## config.mk

```make
export PLATFORM = sky130hd
export DESIGN_NAME = dbg_char_tx
export DESIGN_NICKNAME = d
export VERILOG_FILES = /design/src/rtl/dbg_char_pkg.sv /design/src/rtl/dbg_char_fifo.sv /design/src/rtl/dbg_char_tx.sv
export SDC_FILE = /design/constraint.sdc
export NUM_CORES = 1
export LEC_CHECK = 0
export CELL_PAD_IN_SITES_DETAIL_PLACEMENT = 0
export CELL_PAD_IN_SITES_GLOBAL_PLACEMENT = 1
export CORE_UTILIZATION = 49
export CTS_CLUSTER_DIAMETER = 40
export DETAILED_ROUTE_END_ITERATION = 8
export GPL_TIMING_DRIVEN = 1
export PLACE_DENSITY = 0.77
export SLEW_MARGIN = 5
export SYNTH_ARGS = -nofsm -noshare
export SYNTH_HDL_FRONTEND = slang
export SYNTH_SLANG_ARGS = --single-unit
```

## constraint.sdc

```tcl
create_clock -name clock -period 3.3 [get_ports clock]
set_input_delay 0.825 -clock clock [delete_from_list [all_inputs] [get_ports clock]]
set_output_delay 0.825 -clock clock [all_outputs]
set_load 0.01 [all_outputs]
```

## src/rtl/dbg_char_pkg.sv

```systemverilog
`default_nettype none
// ============================================================================
// Module      : dbg_char_pkg
// Description : Shared types and constants for the debug character transmitter.
// Revision    : 1.0 - initial release
// ============================================================================
package dbg_char_pkg;

    // Transmit sequencer phases
    typedef enum logic [1:0] {
        IDLE   = 2'd0,
        SETUP  = 2'd1,
        STROBE = 2'd2,
        HOLD   = 2'd3
    } state_e;

    // Plain-vector aliases of the phases for the state register
    localparam logic [1:0] ST_IDLE   = IDLE;
    localparam logic [1:0] ST_SETUP  = SETUP;
    localparam logic [1:0] ST_STROBE = STROBE;
    localparam logic [1:0] ST_HOLD   = HOLD;

    // Byte value that tells the bench-side monitor the test is over
    localparam logic [7:0] EOT_CHAR = 8'h04;

    // Largest of three phase lengths; sizes the shared pacing counter
    function automatic int max3(input int a, input int b, input int c);
        int m;
        m = (a > b) ? a : b;
        return (m > c) ? m : c;
    endfunction

endpackage
`default_nettype wire

```

## src/rtl/dbg_char_fifo.sv

```systemverilog
`default_nettype none
// ============================================================================
// Module      : dbg_char_fifo
// Description : DEPTH x 8 byte queue. Pointers carry one extra MSB so that
//               full and empty stay distinguishable after wrap-around.
//               Status and read data come straight from registers; a byte
//               written this cycle is never visible on pop_data until next.
// Revision    : 1.0 - initial release
// ============================================================================
module dbg_char_fifo #(
    parameter int DEPTH = 8
) (
    input  logic                     clock,
    input  logic                     resetb,
    input  logic                     push,
    input  logic [7:0]               push_data,
    input  logic                     pop,
    output logic [7:0]               pop_data,
    output logic                     full,
    output logic                     empty,
    output logic [$clog2(DEPTH):0]   count
);

    localparam int AW = $clog2(DEPTH);

    logic [7:0]  r_mem [DEPTH];
    logic [AW:0] r_wr_ptr;
    logic [AW:0] r_rd_ptr;
    logic        w_do_push;
    logic        w_do_pop;

    // Same index with differing wrap bits means the writer lapped the reader
    assign full      = (r_wr_ptr[AW] != r_rd_ptr[AW]) &&
                       (r_wr_ptr[AW-1:0] == r_rd_ptr[AW-1:0]);
    assign empty     = (r_wr_ptr == r_rd_ptr);
    assign count     = r_wr_ptr - r_rd_ptr;
    assign pop_data  = r_mem[r_rd_ptr[AW-1:0]];
    assign w_do_push = push && !full;
    assign w_do_pop  = pop && !empty;

    // Storage array; contents need no reset since empty gates every read
    always_ff @(posedge clock) begin
        if (w_do_push) begin
            r_mem[r_wr_ptr[AW-1:0]] <= push_data;
        end
    end

    // Pointer advance; reset discards anything still queued
    always_ff @(posedge clock or negedge resetb) begin
        if (!resetb) begin
            r_wr_ptr <= '0;
            r_rd_ptr <= '0;
        end else begin
            if (w_do_push) begin
                r_wr_ptr <= r_wr_ptr + 1'b1;
            end
            if (w_do_pop) begin
                r_rd_ptr <= r_rd_ptr + 1'b1;
            end
        end
    end

endmodule
`default_nettype wire

```

## src/rtl/dbg_char_tx.sv

```systemverilog
`default_nettype none
// ============================================================================
// Module      : dbg_char_tx
// Description : Debug character transmitter. Queues bytes and presents each
//               on io_data with a paced strobe: data settles SETUP_CYC cycles
//               before the rising edge, strobe stays high STROBE_CYC cycles,
//               and data is held HOLD_CYC cycles after the falling edge.
//               Sending the end-of-test byte latches eot_sent until reset.
// Revision    : 1.0 - initial release
// ============================================================================
module dbg_char_tx #(
    parameter int DEPTH      = 8,
    parameter int SETUP_CYC  = 4,
    parameter int STROBE_CYC = 4,
    parameter int HOLD_CYC   = 4
) (
    input  logic       clock,
    input  logic       resetb,
    input  logic       in_valid,
    input  logic [7:0] in_data,
    output logic       in_ready,
    output logic [7:0] io_data,
    output logic [7:0] io_oeb,
    output logic       strobe,
    output logic       busy,
    output logic       eot_sent
);

    import dbg_char_pkg::*;

    localparam int CNT_W = $clog2(max3(SETUP_CYC, STROBE_CYC, HOLD_CYC)) + 1;
    localparam logic [CNT_W-1:0] c_setup_load  = CNT_W'(SETUP_CYC - 1);
    localparam logic [CNT_W-1:0] c_strobe_load = CNT_W'(STROBE_CYC - 1);
    localparam logic [CNT_W-1:0] c_hold_load   = CNT_W'(HOLD_CYC - 1);

    logic [1:0]             r_state;
    logic [CNT_W-1:0]       r_cnt;
    logic [7:0]             r_io_data;
    logic [7:0]             r_io_oeb;
    logic                   r_strobe;
    logic                   r_eot_sent;

    logic                   w_push;
    logic                   w_pop;
    logic                   w_full;
    logic                   w_empty;
    logic [7:0]             w_head;
    logic [$clog2(DEPTH):0] w_count;

    // Once end-of-test is latched the port refuses further bytes
    assign in_ready = !w_full && !r_eot_sent;
    assign w_push   = in_valid && in_ready;
    // A byte is taken either from idle or at the very end of a hold phase
    assign w_pop    = !w_empty &&
                      ((r_state == ST_IDLE) ||
                       ((r_state == ST_HOLD) && (r_cnt == '0)));

    assign io_data  = r_io_data;
    assign io_oeb   = r_io_oeb;
    assign strobe   = r_strobe;
    assign eot_sent = r_eot_sent;
    assign busy     = (w_count != '0) || (r_state != ST_IDLE);

    dbg_char_fifo #(
        .DEPTH (DEPTH)
    ) u_fifo (
        .clock     (clock),
        .resetb    (resetb),
        .push      (w_push),
        .push_data (in_data),
        .pop       (w_pop),
        .pop_data  (w_head),
        .full      (w_full),
        .empty     (w_empty),
        .count     (w_count)
    );

    // Phase sequencer with shared down-counter, output registers and eot latch
    always_ff @(posedge clock or negedge resetb) begin
        if (!resetb) begin
            r_state    <= ST_IDLE;
            r_cnt      <= '0;
            r_io_data  <= 8'h00;
            r_io_oeb   <= 8'hFF;
            r_strobe   <= 1'b0;
            r_eot_sent <= 1'b0;
        end else begin
            r_io_oeb <= 8'h00;
            case (r_state)
                ST_IDLE: begin
                    if (w_pop) begin
                        r_io_data <= w_head;
                        r_cnt     <= c_setup_load;
                        r_state   <= ST_SETUP;
                    end
                end
                ST_SETUP: begin
                    if (r_cnt == '0) begin
                        r_strobe <= 1'b1;
                        r_cnt    <= c_strobe_load;
                        r_state  <= ST_STROBE;
                    end else begin
                        r_cnt <= r_cnt - 1'b1;
                    end
                end
                ST_STROBE: begin
                    if (r_cnt == '0) begin
                        r_strobe <= 1'b0;
                        r_cnt    <= c_hold_load;
                        r_state  <= ST_HOLD;
                    end else begin
                        r_cnt <= r_cnt - 1'b1;
                    end
                end
                default: begin
                    if (r_cnt == '0) begin
                        if (r_io_data == EOT_CHAR) begin
                            r_eot_sent <= 1'b1;
                        end
                        if (w_pop) begin
                            r_io_data <= w_head;
                            r_cnt     <= c_setup_load;
                            r_state   <= ST_SETUP;
                        end else begin
                            r_state <= ST_IDLE;
                        end
                    end else begin
                        r_cnt <= r_cnt - 1'b1;
                    end
                end
            endcase
        end
    end

endmodule
`default_nettype wire

```

# Word-level counts from Yosys, hierarchy flattened

Memory sizes are Yosys's and may differ from the RTL's.
Cells that the tools add are included.

$add $sub $neg: 4
Equal/unequal tests: 10
Mux-type cells: 18
Bitwise operators: 2
Reduce and logical (&&, ||, !) cells: 24

Operators by type and width:

| cell                                                 | number |
|---|---|
| 2-to-1 mux 8 bit                                     | 2 |
| one-hot mux 8 bit (2 select lines)                   | 1 |
| 2-to-1 mux 3 bit                                     | 3 |
| adder 4 x 1 -> 4 bit (second input constant)         | 2 |
| equality test 8 x 3 -> 1 bit (second input constant) | 1 |
| 2-to-1 mux 2 bit                                     | 4 |
| logical AND 1 bit                                    | 7 |
| one-hot mux 2 bit (3 select lines)                   | 1 |
| one-hot mux 3 bit (2 select lines)                   | 1 |
| AND reduction 3 bit                                  | 2 |
| nonzero test 2 bit                                   | 3 |
| 2-to-1 mux 1 bit                                     | 5 |
| equality test 2 bit (second input constant)          | 2 |
| equality test 4 bit                                  | 1 |
| inequality test 2 bit (second input constant)        | 2 |
| AND reduction 4 bit                                  | 1 |
| nonzero test 4 bit                                   | 1 |
| subtractor 4 bit                                     | 1 |
| equality test 3 bit                                  | 1 |
| logical NOT 1 bit                                    | 3 |
| logical NOT 3 bit                                    | 1 |
| OR reduction 3 bit                                   | 1 |
| subtractor 3 x 1 -> 3 bit (second input constant)    | 1 |
| equality test 2 x 1 -> 1 bit (second input constant) | 1 |
| other kinds (8)                                      | 10 |

Bits in registers: 31
Bits in writable memories: 64
Bits of input ports: 11
Output and inout bits: 20
Word-level logic and storage cells: 67
Memories: 1

Memory list:

| name         | depth | bits a word | read ports | clocked after memory_dff | write ports | line                | RTL |
|---|---|---|---|---|---|---|---|
| u_fifo.r_mem | 8     | 8           | 1          | 0                        | 1           | dbg_char_fifo.sv:26 | `logic [7:0] r_mem [DEPTH];` |

# Depth between registers and ports, before layout

Gate-level depths: netlist of run 1.

Depth after elaboration: 8
Gate-level depth with buffers: 9
Gate-level depth less buffers: 6

# Modules after synthesis

From an unflattened synthesis of run 1, not the netlist that was laid out.

Cell total of the unflattened synthesis: 250
Area, all modules: 3923.8 µm²

By module, submodules not included:

| module        | times used | cells each | area an instance (µm²) | seq. area each (µm²) |
|---|---|---|---|---|
| dbg_char_fifo | 1          | 167        | 2992.9                 | 2122.0 |
| dbg_char_tx   | 1          | 83         | 930.9                  | 401.6 |

# Worst setup path before layout of run 1

Ideal clock, no wire load.

Path kind: flip-flop to flip-flop
Start: register u_fifo.r_rd_ptr[2]
End: memory u_fifo.r_mem[0][0], enable pin
Library setup time: 0.395 ns
Arrival time: 2.502 ns
Setup slack: 0.404 ns
Stages on the path, launching flop included: 9
Cells stage by stage: dfrtp_1 buf_2 buf_2 inv_1 ha_1 and3_1 a21oi_2 nand2_2 nor4_1

Cells in the longest elaborated chain, start to end: 8

Ends and longest elaborated chain:

| what                                   | line                | RTL |
|---|---|---|
| start, declared                        | dbg_char_fifo.sv:28 | `logic [AW:0] r_rd_ptr;` |
| start signal, assigned                 | dbg_char_fifo.sv:58 | `r_rd_ptr <= r_rd_ptr + 1'b1;` |
| equality test 3 bit                    | dbg_char_fifo.sv:34 | `(r_wr_ptr[AW-1:0] == r_rd_ptr[AW-1:0]);` |
| logical AND 1 bit                      | dbg_char_fifo.sv:33 | `assign full = (r_wr_ptr[AW] != r_rd_ptr[AW]) &&` |
| logical NOT 1 bit                      | dbg_char_tx.sv:51   | `assign in_ready = !w_full && !r_eot_sent;` |
| logical AND 1 bit                      | dbg_char_tx.sv:51   |  |
| net in_ready                           | dbg_char_tx.sv:21   | `output logic in_ready,` |
| logical AND 1 bit                      | dbg_char_tx.sv:52   | `assign w_push = in_valid && in_ready;` |
| logical AND 1 bit                      | dbg_char_fifo.sv:38 | `assign w_do_push = push && !full;` |
| 2-to-1 mux 1 bit                       | dbg_char_fifo.sv:43 | `if (w_do_push) begin` |
| 2-to-1 mux 1 bit (not written as such) | dbg_char_fifo.sv:44 | `r_mem[r_wr_ptr[AW-1:0]] <= push_data;` |
| end, declared                          | dbg_char_fifo.sv:26 |  |

The timed path passes the listed nets, and every way through them passes these cells.

# Final worst setup path of run 1

Start: register u_fifo.r_wr_ptr[1]
End: output port busy

Cells in the longest elaborated chain, start to end: 3

Ends and longest elaborated chain:

| what                   | line                | RTL |
|---|---|---|
| start, declared        | dbg_char_fifo.sv:27 | `logic [AW:0] r_wr_ptr;` |
| start signal, assigned | dbg_char_fifo.sv:55 | `r_wr_ptr <= r_wr_ptr + 1'b1;` |
| subtractor 4 bit       | dbg_char_fifo.sv:36 | `assign count = r_wr_ptr - r_rd_ptr;` |
| nonzero test 4 bit     | dbg_char_tx.sv:62   | `assign busy = (w_count != '0) \|\| (r_state != ST_IDLE);` |
| logical OR 1 bit       | dbg_char_tx.sv:62   |  |
| end, declared          | dbg_char_tx.sv:25   | `output logic busy,` |

No other way between the ends.

==> flow_summary.ini, run 1 <==
[synth]
synth_top_cell_area_share = 0.5015
yosys_warnings = 0
ys_seq_area_frac = 0.6585
syn_avg_cell_area_sq_um = 16.31
synth_nets = 258
synth_area_leaders = edfxtp_1 (50%), dfrtp_1 (15%), mux4_2 (5.9%)
synth_top_cell_by_area = edfxtp_1
synth.distinct_cells = 45
syn_area_sq_mm = 0.003832
synth_seq_cells = 88
synth_cells = 235

[worst_setup_path]
r2r-end = u_fifo.r_mem[7][2]
slowest_stage = clkdlybuf4s50_1
cp-start-kind = register
required_ns = 2.47
crit_fanout = 8
cp_slowest_stage_delay_ns = 0.57
crit_path_end_kind = primary output
reg2reg_slack_ns = 1.12
worst-r2r-cell-count = 5
setup.worst_path.start = u_fifo.r_wr_ptr[1]
crit_chain = ha_1 > a21o_1 > and3_1 > o2111ai_1 > clkdlybuf4s50_1
crit_arrival_ns = 2.30
reg2reg_from = u_fifo.r_wr_ptr[0]
critical_path_class = reg2out

[clock_tree]
cts_tree = yes
cts_sinks = 88
cts_buffers = 9
htreeDepth = 3
cts_root_buffer = clkbuf_8
clock_latency_ns = 0.36
cts_buffer_depth = 2
cts_setup_buffers = 0
cts_resized = 0
hold_buffers = 0
clk_pin_slew_worst_paths_ns = 0.09

[min_path]
hold_depth = 2
hold_class = reg2reg
hold_path_startpoint = io_data[1]
whs_endpoint = io_data[1]

[global_route]
grt_max_degree = 25
grt_pass1_wl_um = 10580
grt_usage = 0.1777
grt_pass1_vias = 2054
antenna_found_initial = 0
grt-ovfl-total = 0

[finish]
area_delta_synth_final_pct = 15.47
final_common_cell = edfxtp_1
nFillCells = 570
drive_gt1_frac = 0.1691
antenna_cells = 0
layout.nets = 296
fin_util = 0.5974
final_cell_mix = edfxtp_1 (64), clkdlybuf4s50_1 (30), dfrtp_1 (23), nand2_1 (14)

[route]
via_count = 2025
drcViolationCount = 0
drtIter0Drc = 112
routedWlPerCell_um = 17.68
dr.pass1.iters = 4
routed_wl_um = 6664
ant_nets = 0
viasPerCell = 5.371

[power]
ir_drop_mv = 0.4329
p_sw_frac = 0.3631
power_density_mw_per_mm2 = 893.7
power.share.sequential = 0.413
comb_power_share = 0.415
leakage_nw = 1.632
p_int_w = 0.002519
pwr-share-clk = 0.172
power.switching_w = 0.001436
total_power_w = 0.003955

[timing]
period_share = 0.9476
setup_viol = 0
slew_violations = 0
rsz0062_at_grt = no
slew_headroom = 0.5731
hold_violations = 0
fmax_mhz = 319.8
period_needed_ns = 3.127
finalSetupTns_ns = 0
fin_worst_skew_ns = 0.01168
tightest_slew_ns = 0.6397

[floorplan]
die_w_um = 90.44
dieArea_sq_mm = 0.008178
ios = 31
core_sq_mm = 0.007408
die_h_um = 90.44
initial_utilization = 0.5173
rows = 31

[placement]
port_buffers = 30
dpl.hpwl_um = 4376
gp_congestion = 0.7875

[job]
maxCapViolCount = 0

[status]
outcome = finished clean
## flip-flops by register name, summed over array words and instances (netlist names)
name             count
r_state              2
u_fifo.r_mem        64
u_fifo.r_wr_ptr      4
eot_sent             1
r_cnt                3
strobe               1
io_oeb               1
io_data              8
u_fifo.r_rd_ptr      4
## cell families (layout without fill, tap and decap cells)
| logic type | count (synthesis) | after routing | share of synthesized area |
|---|---|---|---|
| buffers and inverters | 25 | 68 | 0.03656 |
| AND/OR/NAND/NOR | 43 | 43 | 0.05648 |
| flip-flops | 88 | 88 | 0.6585 |
| other | 1 | 1 | 0.0009785 |
| multiplexers | 29 | 29 | 0.1342 |
| adder cells (fa/ha/maj) | 12 | 12 | 0.03918 |
| XOR/XNOR | 9 | 9 | 0.02253 |
| AO/OA/AOI/OAI | 28 | 28 | 0.05159 |
## synth_stat cells, drive strengths merged
library cell and count:
a211oi 1, a21o 1, a21oi 6, a22o 1
a2bb2oi 1, a31oi 1, and3 2, and3b 1
buf 13, clkbuf 1, conb 1, dfrtp 23
dfstp 1, edfxtp 64, ha 12, inv 11
mux2 1, mux2i 12, mux4 16, nand2 15
nand2b 2, nand3 3, nand4 1, nand4b 1
nor2 8, nor2b 1, nor3 5, nor4 2
nor4b 2, o2111ai 2, o21ai 12, o221ai 1
o311ai 1, o31ai 1, xnor2 6, xor2 3
## metal layers
metal  part of all wire  global-route usage  vias up
li1                   -                   -      965
met1               0.45              0.2324     1013
met2               0.50              0.2837       37
met3              0.033             0.04798       10
met4              0.015             0.07124        0
met5                  0                   0        -
## worst max path at each step
| stage | endpoint | slack, ns | cells past startpoint |
|---|---|---|---|
| 2_1_floorplan | u_fifo.r_mem[0][0] | 0.40 | 8 |
| 3_3_place_gp | busy | 0.57 | 5 |
| 3_5_place_dp | busy | 0.55 | 5 |
| 4_1_cts | busy | 0.15 | 5 |
| 5_1_grt | busy | 0.06 | 5 |
| 6_report | busy | 0.17 | 5 |
## power groups by stage
stage	clock network [W]	logic, W	registers, W
after global placement	0	0.00165	0.00165
after detailed placement	0	0.00165	0.00166
after floorplan	0	0.00117	0.00165
after global routing	0.000741	0.00181	0.00167
after CTS	0.000701	0.00166	0.00164
final	0.000680	0.00164	0.00163
## cell type report
| type | instances | area, sq um | area share |
|---|---|---|---|
| sequential | 88 | 2524 | 0.5703 |
| multi-input combinational | 122 | 1175 | 0.2655 |
| timing repair buffer | 41 | 382.9 | 0.08651 |
| clock buffer | 10 | 127.6 | 0.02884 |
| tap | 99 | 123.9 | 0.02799 |
| clock inverter | 6 | 51.30 | 0.01159 |
| inverter | 11 | 41.29 | 0.009330 |
## per-stage QoR
stage	setup WS, ns	instance area [sq um]	cells	hold WS (ns)
6_report	0.1730	4425	377	0.5072
5_1_grt	0.05997	4425	377	0.5459
4_1_cts	0.1498	4425	377	0.5168
3_5_place_dp	0.5507	4247	361	0.4967
3_3_place_gp	0.5668	4247	361	0.4818
2_1_floorplan	0.4035	3832	235	0.5243
## critical path, delay by kind of cell, from the launching register on
family	cells	cell delay, ns
buf+inv	1	0.57
fa+ha+maj	1	0.35
compound gates	2	0.39
simple gates	1	0.18
flops	1	0.47
Note: power is estimated with default switching activity, not from simulation.
==> run 2, diff against run 1 <==
CAP_MARGIN = 0   (was not set)
==> results of run 2 <==
Same layout as run 1: the final DEF is identical, and so are final timing and power.
==> run 3, diff against run 2 <==
CAP_MARGIN = not set   (was 0)
CORE_ASPECT_RATIO = 1.75   (was not set)
CTS_CLUSTER_SIZE = 8   (was not set)
==> run 3 against run 2 <==
Against the previous run:
- setup slack worse by 0.015 ns
- first-iteration DRC count down 11%
- sequential power about the same
- via count up 0.49%
- fmax down 0.46%
- final cell count down 2.9%
- final area up 2.8%
- register-to-register slack worse by 0.05 ns
- count of clock-buffer cells in the layout up 2
- sequential share of layout area down 1.6 points
- largest power group unchanged
==> flow_summary.ini, run 3 (same netlist as run 1, synthesis figures left out) <==
[status]
outcome = finished clean

[finish]
largest_reg_flops = 64
antenna_cells = 0
nFillCells = 615
final_cell_mix = edfxtp_1 (64), clkdlybuf4s50_1 (30), dfrtp_1 (23), nand2_1 (14)
area_delta_synth_final_pct = 18.71
fin_util = 0.6012
layout.nets = 296
finalNonFillerCells = 366
final_common_cell = edfxtp_1
drive_gt1_frac = 0.1619

[route]
dr.pass1.iters = 4
ant_nets = 0
via_count = 2035
drtIter0Drc = 100
routed_wl_um = 7051
routedWlPerCell_um = 19.27
viasPerCell = 5.560
drcViolationCount = 0

[worst_setup_path]
worst-r2r-cell-count = 6
critical_path_class = reg2out
reg2reg_from = u_fifo.r_wr_ptr[2]
crit_arrival_ns = 2.32
reg2reg_slack_ns = 1.07
r2r-end = u_fifo.r_mem[0][2]
required_ns = 2.47
cp-start-kind = register
crit_fanout = 8
crit_path_end_kind = primary output

[clock_tree]
cts_buffer_depth = 2
clk_pin_slew_worst_paths_ns = 0.06
cts_tree = yes
cts_setup_buffers = 0
cts_buffers = 9
cts_sinks = 88
cts_root_buffer = clkbuf_16
htreeDepth = 3
cts_resized = 0
hold_buffers = 0
clock_latency_ns = 0.34

[placement]
gp_congestion = 0.7459
placed_cells = 350
port_buffers = 30
dpl.hpwl_um = 4928

[timing]
rsz0062_at_grt = no
slew_violations = 0
tightest_slew_ns = 0.6391
finalSetupTns_ns = 0
timing.hold.ws_ns = 0.5245
period_share = 0.9520
period_needed_ns = 3.142
setup_viol = 0
fmax_mhz = 318.3
hold_violations = 0
slew_headroom = 0.5739
fin_worst_skew_ns = 0.007384

[global_route]
grt_pass1_wl_um = 11080
grt_usage = 0.2033
antenna_found_initial = 0
grt_pass1_vias = 2123
grt-ovfl-total = 0
grt_max_degree = 25

[floorplan]
rows = 42
dieArea_sq_mm = 0.008192
initial_utilization = 0.5064
die_h_um = 119.0
core_sq_mm = 0.007567
die_w_um = 68.85
ios = 31

[min_path]
hold_class = reg2reg
whs_endpoint = io_data[4]
hold_path_startpoint = io_data[4]
hold_depth = 2

[power]
leakage_nw = 1.698
power_density_mw_per_mm2 = 963.2
ir_drop_mv = 0.5189

[job]
maxCapViolCount = 0
[run 3: changes by cell type in the layout (fill, tap and decap cells not counted), sizes merged]
cell    delta
clkinv     -3
bufinv     +2
clkbuf     +2
inv        -1
[run 3: how the worst max path moves through the flow]
stage                             from                 end  slack, ns  cells after the start
global route        u_fifo.r_wr_ptr[1]                busy       0.09                      5
global placement    u_fifo.r_wr_ptr[1]                busy       0.56                      5
finish              u_fifo.r_wr_ptr[1]                busy       0.16                      5
floorplan           u_fifo.r_rd_ptr[2]  u_fifo.r_mem[0][0]       0.40                      8
CTS                 u_fifo.r_wr_ptr[1]                busy       0.16                      5
detailed placement  u_fifo.r_wr_ptr[1]                busy       0.55                      5
[run 3: cell type report]
type                    count  area (sq um)  share of cell area
repair buffers             41         382.9             0.08416
clock buffers              12         246.5             0.05418
clock inverters             4         76.32             0.01678
inverters                  11         41.29            0.009076
multi-input cells         122          1169              0.2569
well taps                  88         110.1             0.02420
flip-flops and latches     88          2524              0.5547
[run 3: layer usage]
layer	vias up	part of all wire	global-route usage
met4	0	0.034	0.1046
met1	1007	0.37	0.2215
met2	48	0.56	0.3343
met5	-	0	0
li1	968	-	-
met3	12	0.038	0.07088
[run 3: critical path, stage by stage, from the launching register on]
cell             delay, ns
dfrtp_1               0.45
ha_1                  0.36
a21o_1                0.21
and3_1                0.18
o2111ai_1             0.21
clkdlybuf4s50_1       0.57
[run 3: report_power, final]
group          internal [W]  switching, W
combinational      0.000768      0.000888
sequential          0.00147      0.000170
clock              0.000687      0.000397
[run 3: per-stage QoR]
step | worst slack (ns) | instance area (sq um) | total power (W)
after CTS | 0.1646 | 4549 | 0.004446
after detailed placement | 0.5513 | 4227 | 0.003352
after global placement | 0.5631 | 4227 | 0.003313
after global routing | 0.09226 | 4549 | 0.004674
final | 0.1585 | 4549 | 0.004382
after floorplan | 0.4035 | 3832 | 0.002821
